<file path="config.mk">
export PLATFORM = sky130hd
export DESIGN_NAME = frv_mem_arbiter_flat
export DESIGN_NICKNAME = d
export VERILOG_FILES = /design/src/rtl/frv_mem_arbiter_if.sv /design/src/rtl/frv_mem_arbiter.sv /design/src/flat_wrapper.sv
export SDC_FILE = /design/constraint.sdc
export NUM_CORES = 1
export LEC_CHECK = 0
export ABC_CLOCK_PERIOD_IN_PS = 3600
export BUFFER_PORTS_ARGS = -buffer_cell sky130_fd_sc_hd__buf_4
export CORE_AREA = 2 2 126 128
export CTS_CLUSTER_DIAMETER = 80
export DETAILED_ROUTE_END_ITERATION = 12
export DIE_AREA = 0 0 128 130
export GPL_TIMING_DRIVEN = 0
export HOLD_SLACK_MARGIN = 0.1
export MAX_ROUTING_LAYER = met4
export PLACE_DENSITY = 0.5
export REMOVE_ABC_BUFFERS = 1
export SLEW_MARGIN = 0
export SYNTH_ARGS = -nofsm -noshare
export SYNTH_HDL_FRONTEND = slang
export SYNTH_SLANG_ARGS = --single-unit
</file>
<file path="constraint.sdc">
create_clock -name g_clk -period 3.6 [get_ports g_clk]
set_clock_uncertainty 0.15 [all_clocks]
set_input_delay 0.18 -clock g_clk [delete_from_list [all_inputs] [get_ports g_clk]]
set_output_delay 0.18 -clock g_clk [all_outputs]
set_load 0.02 [all_outputs]
</file>
<file path="src/rtl/frv_mem_arbiter_if.sv">
`timescale 1ns/1ps
// Shared req/gnt/recv/ack memory bus used on both sides of frv_mem_arbiter.
// The master modport issues requests and consumes responses; the slave modport serves them.
interface frv_mem_arbiter_if;
    logic        req;
    logic        wen;
    logic [3:0]  strb;
    logic [31:0] wdata;
    logic [31:0] addr;
    logic        gnt;
    logic        recv;
    logic        error;
    logic [31:0] rdata;
    logic        ack;

    modport master (
        output req, wen, strb, wdata, addr, ack,
        input  gnt, recv, error, rdata
    );

    modport slave (
        input  req, wen, strb, wdata, addr, ack,
        output gnt, recv, error, rdata
    );
endinterface

</file>
<file path="src/rtl/frv_mem_arbiter.sv">
`timescale 1ns/1ps
// Two-master (imem/dmem) to one-slave memory arbiter with in-order response routing.
// Define FRV_MEM_ARB_RR_EN for round-robin arbitration; default is fixed dmem priority.
module frv_mem_arbiter #(
    parameter int OUTSTANDING = 2
) (
    input  logic              g_clk,
    input  logic              g_resetn,
    frv_mem_arbiter_if.slave  imem,
    frv_mem_arbiter_if.slave  dmem,
    frv_mem_arbiter_if.master mem,
    output logic              err_spurious
);
    localparam int PTR_W = (OUTSTANDING > 1) ? $clog2(OUTSTANDING) : 1;
    localparam int CNT_W = $clog2(OUTSTANDING) + 1;

    typedef enum logic { OWNER_IMEM = 1'b0, OWNER_DMEM = 1'b1 } owner_e;
    typedef enum logic [1:0] { LOCK_NONE, LOCK_IMEM, LOCK_DMEM } lock_e;

    lock_e              lock_q;
    lock_e              lock_next;
    owner_e             free_winner;
    owner_e             winner;
    owner_e             head;
    logic               winner_req;
    logic               req_out;
    logic               grant;
    logic               ack_out;
    logic               push;
    logic               pop;
    logic               fifo_empty;
    logic               fifo_full;
    logic [OUTSTANDING-1:0] tag_q;
    logic [PTR_W-1:0]   wr_ptr_q;
    logic [PTR_W-1:0]   rd_ptr_q;
    logic [CNT_W-1:0]   count_q;

    function automatic logic [PTR_W-1:0] ptr_inc(input logic [PTR_W-1:0] ptr);
        return (ptr == PTR_W'(OUTSTANDING - 1)) ? '0 : ptr + PTR_W'(1);
    endfunction

`ifdef FRV_MEM_ARB_RR_EN
    owner_e rr_ptr_q;

    always_comb begin
        free_winner = dmem.req ? OWNER_DMEM : OWNER_IMEM;
        if (imem.req && dmem.req)
            free_winner = rr_ptr_q;
    end

    // The pointer hands priority to whichever master was not just granted.
    always_ff @(posedge g_clk or negedge g_resetn) begin
        if (!g_resetn)
            rr_ptr_q <= OWNER_IMEM;
        else if (grant)
            rr_ptr_q <= (winner == OWNER_IMEM) ? OWNER_DMEM : OWNER_IMEM;
    end
`else
    always_comb free_winner = dmem.req ? OWNER_DMEM : OWNER_IMEM;
`endif

    always_ff @(posedge g_clk or negedge g_resetn) begin
        if (!g_resetn)
            lock_q <= LOCK_NONE;
        else
            lock_q <= lock_next;
    end

    // A stalled request pins the selection so the bus fields never change before its grant.
    always_comb begin
        lock_next = lock_q;
        winner    = free_winner;
        case (lock_q)
            LOCK_IMEM: winner = OWNER_IMEM;
            LOCK_DMEM: winner = OWNER_DMEM;
            default:   winner = free_winner;
        endcase
        winner_req = (winner == OWNER_DMEM) ? dmem.req : imem.req;
        req_out    = winner_req && !fifo_full;
        grant      = req_out && mem.gnt;
        if (req_out && !mem.gnt)
            lock_next = (winner == OWNER_DMEM) ? LOCK_DMEM : LOCK_IMEM;
        else if (grant)
            lock_next = LOCK_NONE;
    end

    assign mem.req   = req_out;
    assign mem.wen   = (winner == OWNER_DMEM) ? dmem.wen   : imem.wen;
    assign mem.strb  = (winner == OWNER_DMEM) ? dmem.strb  : imem.strb;
    assign mem.wdata = (winner == OWNER_DMEM) ? dmem.wdata : imem.wdata;
    assign mem.addr  = (winner == OWNER_DMEM) ? dmem.addr  : imem.addr;
    assign imem.gnt  = grant && (winner == OWNER_IMEM);
    assign dmem.gnt  = grant && (winner == OWNER_DMEM);

    assign fifo_empty = (count_q == '0);
    assign fifo_full  = (count_q == CNT_W'(OUTSTANDING));
    assign head       = owner_e'(tag_q[rd_ptr_q]);

    // With nothing outstanding a response has no owner, so it is swallowed.
    always_comb begin
        imem.recv = 1'b0;
        dmem.recv = 1'b0;
        ack_out   = mem.recv;
        if (!fifo_empty) begin
            imem.recv = mem.recv && (head == OWNER_IMEM);
            dmem.recv = mem.recv && (head == OWNER_DMEM);
            ack_out   = (head == OWNER_DMEM) ? dmem.ack : imem.ack;
        end
    end

    assign mem.ack    = ack_out;
    assign imem.rdata = mem.rdata;
    assign dmem.rdata = mem.rdata;
    assign imem.error = mem.error;
    assign dmem.error = mem.error;

    assign push = grant;
    assign pop  = mem.recv && ack_out && !fifo_empty;

    always_ff @(posedge g_clk or negedge g_resetn) begin
        if (!g_resetn) begin
            tag_q        <= '0;
            wr_ptr_q     <= '0;
            rd_ptr_q     <= '0;
            count_q      <= '0;
            err_spurious <= 1'b0;
        end else begin
            if (push) begin
                tag_q[wr_ptr_q] <= winner;
                wr_ptr_q        <= ptr_inc(wr_ptr_q);
            end
            if (pop)
                rd_ptr_q <= ptr_inc(rd_ptr_q);
            if (push && !pop)
                count_q <= count_q + CNT_W'(1);
            else if (pop && !push)
                count_q <= count_q - CNT_W'(1);
            if (mem.recv && fifo_empty)
                err_spurious <= 1'b1;
        end
    end
endmodule

</file>
<file path="src/flat_wrapper.sv">
// flat-port wrapper written by rule: the top's interface ports become plain ports
module frv_mem_arbiter_flat 
#(
    parameter int OUTSTANDING = 2
)
  (g_clk, g_resetn, err_spurious, imem_req, imem_wen, imem_strb, imem_wdata, imem_addr, imem_ack, imem_gnt, imem_recv, imem_error, imem_rdata, dmem_req, dmem_wen, dmem_strb, dmem_wdata, dmem_addr, dmem_ack, dmem_gnt, dmem_recv, dmem_error, dmem_rdata, mem_req, mem_wen, mem_strb, mem_wdata, mem_addr, mem_ack, mem_gnt, mem_recv, mem_error, mem_rdata);
  frv_mem_arbiter_if imem_i ();
  frv_mem_arbiter_if dmem_i ();
  frv_mem_arbiter_if mem_i ();
  input  logic g_clk;
  input  logic g_resetn;
  output logic err_spurious;
  input wire logic [$bits(imem_i.req)-1:0] imem_req;
  input wire logic [$bits(imem_i.wen)-1:0] imem_wen;
  input wire logic [$bits(imem_i.strb)-1:0] imem_strb;
  input wire logic [$bits(imem_i.wdata)-1:0] imem_wdata;
  input wire logic [$bits(imem_i.addr)-1:0] imem_addr;
  input wire logic [$bits(imem_i.ack)-1:0] imem_ack;
  output wire logic [$bits(imem_i.gnt)-1:0] imem_gnt;
  output wire logic [$bits(imem_i.recv)-1:0] imem_recv;
  output wire logic [$bits(imem_i.error)-1:0] imem_error;
  output wire logic [$bits(imem_i.rdata)-1:0] imem_rdata;
  input wire logic [$bits(dmem_i.req)-1:0] dmem_req;
  input wire logic [$bits(dmem_i.wen)-1:0] dmem_wen;
  input wire logic [$bits(dmem_i.strb)-1:0] dmem_strb;
  input wire logic [$bits(dmem_i.wdata)-1:0] dmem_wdata;
  input wire logic [$bits(dmem_i.addr)-1:0] dmem_addr;
  input wire logic [$bits(dmem_i.ack)-1:0] dmem_ack;
  output wire logic [$bits(dmem_i.gnt)-1:0] dmem_gnt;
  output wire logic [$bits(dmem_i.recv)-1:0] dmem_recv;
  output wire logic [$bits(dmem_i.error)-1:0] dmem_error;
  output wire logic [$bits(dmem_i.rdata)-1:0] dmem_rdata;
  output wire logic [$bits(mem_i.req)-1:0] mem_req;
  output wire logic [$bits(mem_i.wen)-1:0] mem_wen;
  output wire logic [$bits(mem_i.strb)-1:0] mem_strb;
  output wire logic [$bits(mem_i.wdata)-1:0] mem_wdata;
  output wire logic [$bits(mem_i.addr)-1:0] mem_addr;
  output wire logic [$bits(mem_i.ack)-1:0] mem_ack;
  input wire logic [$bits(mem_i.gnt)-1:0] mem_gnt;
  input wire logic [$bits(mem_i.recv)-1:0] mem_recv;
  input wire logic [$bits(mem_i.error)-1:0] mem_error;
  input wire logic [$bits(mem_i.rdata)-1:0] mem_rdata;
  assign imem_i.req = imem_req;
  assign imem_i.wen = imem_wen;
  assign imem_i.strb = imem_strb;
  assign imem_i.wdata = imem_wdata;
  assign imem_i.addr = imem_addr;
  assign imem_i.ack = imem_ack;
  assign imem_gnt = imem_i.gnt;
  assign imem_recv = imem_i.recv;
  assign imem_error = imem_i.error;
  assign imem_rdata = imem_i.rdata;
  assign dmem_i.req = dmem_req;
  assign dmem_i.wen = dmem_wen;
  assign dmem_i.strb = dmem_strb;
  assign dmem_i.wdata = dmem_wdata;
  assign dmem_i.addr = dmem_addr;
  assign dmem_i.ack = dmem_ack;
  assign dmem_gnt = dmem_i.gnt;
  assign dmem_recv = dmem_i.recv;
  assign dmem_error = dmem_i.error;
  assign dmem_rdata = dmem_i.rdata;
  assign mem_req = mem_i.req;
  assign mem_wen = mem_i.wen;
  assign mem_strb = mem_i.strb;
  assign mem_wdata = mem_i.wdata;
  assign mem_addr = mem_i.addr;
  assign mem_ack = mem_i.ack;
  assign mem_i.gnt = mem_gnt;
  assign mem_i.recv = mem_recv;
  assign mem_i.error = mem_error;
  assign mem_i.rdata = mem_rdata;
  frv_mem_arbiter #(.OUTSTANDING(OUTSTANDING)) u_core (.g_clk(g_clk), .g_resetn(g_resetn), .imem(imem_i), .dmem(dmem_i), .mem(mem_i), .err_spurious(err_spurious));
endmodule
</file>
==> results of run 1 <==
## worst reg2reg max path, cell delays in order, from the launching register on
cell	delay [ns]
dfrtp_1	0.34
inv_1	0.04
ha_1	0.31
nand2b_1	0.19
a21oi_1	0.65
nor2_1	0.18
ha_1	0.35
nor2_1	0.13
xor2_1	0.15
## area by class of cell
cell class / instances / area, um2
timing repair buffer: 226 / 1730
fill: 1768 / 12100
clock buffer: 4 / 78.8
sequential: 9 / 225
multi-input combinational: 246 / 1050
inverter: 2 / 7.51
tap: 192 / 240
## per-stage QoR
step | setup TNS [ns] | cell area, um2 | setup slack, ns | utilization
2_1_floorplan | 0 | 1280 | 0.834 | -
3_3_place_gp | -4.36 | 3180 | -0.262 | 0.206
3_5_place_dp | 0 | 3230 | 1.04 | 0.209
4_1_cts | 0 | 3340 | 0.936 | 0.216
5_1_grt | 0 | 3340 | 0.798 | 0.216
6_report | 0 | 3340 | 0.983 | 0.216
## report_power, final
group | internal, mW | switching, mW
logic | 0.920 | 1.33
clock network | 0.148 | 0.0487
registers | 0.147 | 0.0353
total | 1.22 | 1.41
## how the worst min path moves through the flow
stage / startpoint / end / slack (ns) / cells past startpoint
floorplan: g_resetn / u_core.count_q[0] / -0.27 / 0
global placement: g_resetn / u_core.err_spurious / -0.14 / 1
detailed placement: g_resetn / u_core.err_spurious / -0.14 / 1
CTS: g_resetn / u_core.wr_ptr_q / 0.16 / 2
global route: g_resetn / u_core.wr_ptr_q / 0.19 / 2
finish: g_resetn / u_core.lock_q[0] / 0.16 / 2
## sequential cells by signal, indices dropped and copies added, names as in the netlist
signal               cells
u_core.lock_q            2
u_core.wr_ptr_q          1
u_core.tag_q             2
u_core.count_q           2
u_core.rd_ptr_q          1
u_core.err_spurious      1
## layout by cell type (no fill, tap or decap), drive strengths merged, types with 2 or more instances in the layout
cell type,n
clkbuf,4
nor2,5
o21ai,4
nor3,3
nand2,210
dlygate4sd3,3
ha,2
dfrtp,9
nand2b,2
buf,223
xnor2,2
inv,2
xor2,3
mux2i,3
o41ai,2
## cells by family after synthesis
kind of cell | count (synthesis) | share of synthesized area
multiplexers | 4 | 0.0223
AO/OA/AOI/OAI | 9 | 0.0311
buffers and inverters | 84 | 0.310
adder cells (fa/ha/maj) | 2 | 0.0135
flip-flops | 9 | 0.122
XOR/XNOR | 5 | 0.0237
AND/OR/NAND/NOR | 226 | 0.477
## Yosys cell counts, drive strengths merged (2+ instances only)
master	count	area share
nand2	210	0.43
xor2	3	0.014
mux2i	3	0.016
clkbuf	7	0.014
nor2	5	0.010
o21ai	4	0.011
buf	75	0.29
nand2b	2	0.0068
o41ai	2	0.0095
nor3	3	0.0081
xnor2	2	0.0095
dfrtp	9	0.12
ha	2	0.014
inv	2	0.0041
## layer usage
| metal | track usage | vias to the layer above | share of wire |
|---|---|---|---|
| met3 | 0.0894 | 8 | 0.19 |
| li1 | - | 1257 | - |
| met1 | 0.125 | 1077 | 0.41 |
| met4 | 0.0116 | 0 | 0.0036 |
| met5 | - | - | 0 |
| met2 | 0.145 | 203 | 0.40 |
## what timing repair did
item                                   4_1_cts  5_1_grt
resized for setup                            0        0
endpoints found under the hold margin       12        0
setup buffers                                0        0
hold buffers                                 3        0
==> out/metrics.yaml, run 1 <==
status: "completed"
grt_setup_unrepaired: "false"
cts_buffers: 3
die-area_mm2: 0.0166
period_share: 0.727
clock-root-buffer: "clkbuf_16"
cts.sinks: 9
cp_num_cells: 8
worstSetupPathType: "flip-flop to primary output"
yosysSeqAreaShare: 0.122
drtIter0Drc: 100
drive_above_1_share: 0.474
crit-reg2reg-launch: "u_core.lock_q[0]"
synth-edff-count: 0
synth-seq-cells: 9
grt_overflow: 0
r2r-end: "u_core.count_q[1]"
wl_per_cell_um: 14.6
crit_end: "mem_addr[3]"
slew_headroom: 0.480
ir_worst_vdd_mv: 0.593
worst_pin_slew_ns: 0.779
ant_nets: 0
r2r_cells: 8
path_cells: "inv_1 > ha_1 > nand2b_1 > and2_2 > buf_12 > nand2_1 > nand2_1 > buf_4"
clock_path_buffers: 2
cp_data_required_time_ns: 3.27
die_height_um: 130
critPathCaptureType: "primary output"
die_x_um: 128
hold_path.class: "input pin to async pin"
wirelength_um: 9910
track_usage: 0.107
vias: 2545
area_growth_pct: 80.3
route.detailed.drc: 0
cellPowerDensity_mw_per_mm2: 787
fp-row-count: 46
netlist_instances: 339
antenna_found_initial: 0
cp_data_arrival_time_ns: 2.29
dp_hpwl_um: 8250
dp_cells: 672
drv_slew: 0
setup_viol: 0
boundaryPins: 321
syn_area_per_cell_um2: 5.46
hold_viol: 0
initial_core_util: 0.120
fin_total_pwr_mw: 2.63
cp_num_buf_inv: 3
clkTransAtPathRegs_ns: 0.04
crit_family: "simple AND/OR/NAND/NOR gates"
slowest_delay_ns: 0.56
worstSetupStartpoint: "u_core.lock_q[0]"
core_mm2: 0.0154
period_needed_ns: 2.62
syn_area_mm2: 0.00185
firstDrtPassIters: 4
max_cap_violations: 0
yosys_warnings: 0
synth-async-reset-ratio: 1.00
grt_pass1_wl_um: 13000
cts_tree: "done"
portBuffers: 221
antenna_cells: 0
r2r_slack_ns: 1.02
ys.flop_type: "dfrtp_1"
grt_max_degree: 46
crit_fanout: 44
clk_latency_ns: 0.23
hold_ws_ns: 0.164
place.gp.congestion: 0.672
critPathLaunchType: "flip-flop"
instances_no_fill: 679
nNetsFinal: 669
avgViaCountPerCell: 3.75
crit_slowest_cell: "and2_2"
power.leakage_nw: 1.97
ys_types: 25
cp_common_cell: "nand2_1"
h-tree-depth: 1
max_freq_mhz: 382
grt_pass1_vias: 2153
No activity file was read; power rests on OpenSTA's default activity.
==> inputs of run 2 (changes only) <==
--- a/config.mk
+++ b/config.mk
@@ -5,7 +5,7 @@
 export SDC_FILE = /design/constraint.sdc
 export NUM_CORES = 1
 export LEC_CHECK = 0
-export ABC_CLOCK_PERIOD_IN_PS = 3600
+export ABC_CLOCK_PERIOD_IN_PS = 2200
 export BUFFER_PORTS_ARGS = -buffer_cell sky130_fd_sc_hd__buf_4
 export CORE_AREA = 2 2 126 128
 export CTS_CLUSTER_DIAMETER = 80
@@ -14,7 +14,7 @@
 export GPL_TIMING_DRIVEN = 0
 export HOLD_SLACK_MARGIN = 0.1
 export MAX_ROUTING_LAYER = met4
-export PLACE_DENSITY = 0.5
+export PLACE_DENSITY = 0.52
 export REMOVE_ABC_BUFFERS = 1
 export SLEW_MARGIN = 0
 export SYNTH_ARGS = -nofsm -noshare
==> constraint.sdc (replaced) <==
create_clock -name g_clk -period 2.2 [get_ports g_clk]
set_clock_uncertainty 0.15 [all_clocks]
set_input_delay 0.11 -clock g_clk [delete_from_list [all_inputs] [get_ports g_clk]]
set_output_delay 0.11 -clock g_clk [all_outputs]
set_load 0.02 [all_outputs]
==> run 2 against run 1 <==
  * Register-to-register slack worse by 0.89 ns
  * Non-clock buffer count increased by 39
  * Routed wire length up 17%
  * Clock power is 62% higher
  * Critical path depth decreased by 2
  * Power grew 85%
  * Cell count is 6.2% higher
  * Critical endpoint is now imem_gnt
==> out/metrics.yaml, run 2 (same netlist as run 1, synthesis figures left out) <==
status: "completed"
nNetsFinal: 711
grt_pass1_wl_um: 15200
critPathLaunchType: "flip-flop"
wl_met2_um: 4980
area_growth_pct: 108
cellPowerDensity_mw_per_mm2: 1260
die_height_um: 130
max_freq_mhz: 476
track_usage: 0.128
grt_pass1_vias: 2366
crit_fanout: 36
cts_buffers: 3
fillCellCount: 1700
place.gp.congestion: 0.689
avgViaCountPerCell: 3.83
boundaryPins: 321
vias: 2765
die-area_mm2: 0.0166
dp_hpwl_um: 7900
initial_core_util: 0.120
topRoutingLayerUsed: "met4"
setup_viol: 0
fin_setup_tns_ns: 0
antenna_found_initial: 0
mostFrequentLayoutCell: "buf_4"
h-tree-depth: 1
cts.sinks: 9
drv_slew: 0
firstDrtPassIters: 5
fin_total_pwr_mw: 4.87
drtIter0Drc: 166
portBuffers: 221
drive_above_1_share: 0.465
final_cell_mix: "buf_4, nand2_1, dlygate4sd3_1, dfrtp_1, nor2_1"
period_share: 0.955
dp_cells: 671
power.leakage_nw: 2.19
drt-met1-wl_um: 5000
antenna_cells: 0
cp_data_arrival_time_ns: 1.84
clk_latency_ns: 0.23
hold_viol: 0
worstSetupPathType: "flip-flop to primary output"
slew_headroom: 0.581
met3_length_um: 1490
crit_slowest_cell: "dfrtp_1"
clock-root-buffer: "clkbuf_16"
wl_per_cell_um: 16.1
clock_path_buffers: 2
core_mm2: 0.0154
grt_max_degree: 40
ant_nets: 0
critPathCaptureType: "primary output"
instances_no_fill: 721
fp-row-count: 46
cts_tree: "done"
final_util: 0.250
largestRegisters: "u_core.count_q: 2 flops, u_core.lock_q: 2 flops, u_core.tag_q: 2 flops"
clkTransAtPathRegs_ns: 0.04
wirelength_um: 11600
crit_family: "simple AND/OR/NAND/NOR gates"
period_needed_ns: 2.10
path_cells: "ha_4 > nand2b_4 > buf_12 > nand2_8 > nor3_2 > buf_4"
grt_setup_unrepaired: "false"
die_x_um: 128
hold_path.class: "input pin to flip-flop"
ir_worst_vdd_mv: 0.686
route.detailed.drc: 0
cp_data_required_time_ns: 1.94
worst_pin_slew_ns: 0.626
grt_overflow: 0
slowest_delay_ns: 0.40
max_cap_violations: 0
cp_num_buf_inv: 2
run 2: per-stage QoR:
| step | area (um2) | setup slack, ns | hold slack (ns) |
|---|---|---|---|
| finish | 3850 | 0.0980 | 0.198 |
| detailed placement | 3210 | -0.378 | -0.210 |
| global route | 3850 | 0.00658 | 0.204 |
| global placement | 3180 | -1.57 | -0.208 |
| floorplan | 1280 | -0.496 | -0.336 |
| CTS | 3800 | 0.00260 | 0.155 |
run 2: worst register-to-register path, stage by stage (launching register included):
cell and delay (ns):
dfrtp_1 0.38, inv_2 0.07, ha_4 0.21, or3_4 0.40, nand3_4 0.10, nor2_1 0.08
ha_1 0.20, xor2_1 0.14, nor2_1 0.13, xor2_1 0.14
run 2: area by class of cell:
class / count / area (um2) / area share
repair buffers: 265 / 2130 / 0.554
multi-input cells: 249 / 1170 / 0.303
well taps: 192 / 240 / 0.0624
flip-flops and latches: 9 / 225 / 0.0585
clock buffers: 4 / 78.8 / 0.0205
inverters: 2 / 7.51 / 0.00195
run 2: where the power goes:
group	internal, mW	switching [mW]	total (mW)
clock network	0.242	0.0781	0.320
registers	0.241	0.0642	0.305
logic	1.70	2.54	4.24
total	2.18	2.69	4.87
run 2: what timing repair did:
item,4_1_cts,5_1_grt
resized for setup,11,4
hold buffers,37,0
endpoints found under the setup margin,76,70
setup buffers,3,3
endpoints found under the hold margin,79,0
pin swaps,4,3
cloned,3,0
run 2: worst paths after layout:
| kind | start | end | cells after the start | slack [ns] |
|---|---|---|---|---|
| max in group asynchronous | g_resetn | u_core.err_spurious | 3 | 0.82 |
| max reg2reg | u_core.lock_q[0] | u_core.count_q[1] | 9 | 0.13 |
| max | u_core.lock_q[1] | imem_gnt | 6 | 0.1 |
| min in group asynchronous | g_resetn | u_core.lock_q[1] | 3 | 0.77 |
| min reg2reg | u_core.tag_q[0] | u_core.tag_q[0] | 1 | 0.34 |
| min | dmem_req | u_core.wr_ptr_q | 4 | 0.20 |
run 2: per-layer routing:
layer  global-route usage  up-vias
li1                     -     1348
met2                0.181      197
met4               0.0220        0
met5                    -        -
met3               0.0414       18
met1                0.178     1202
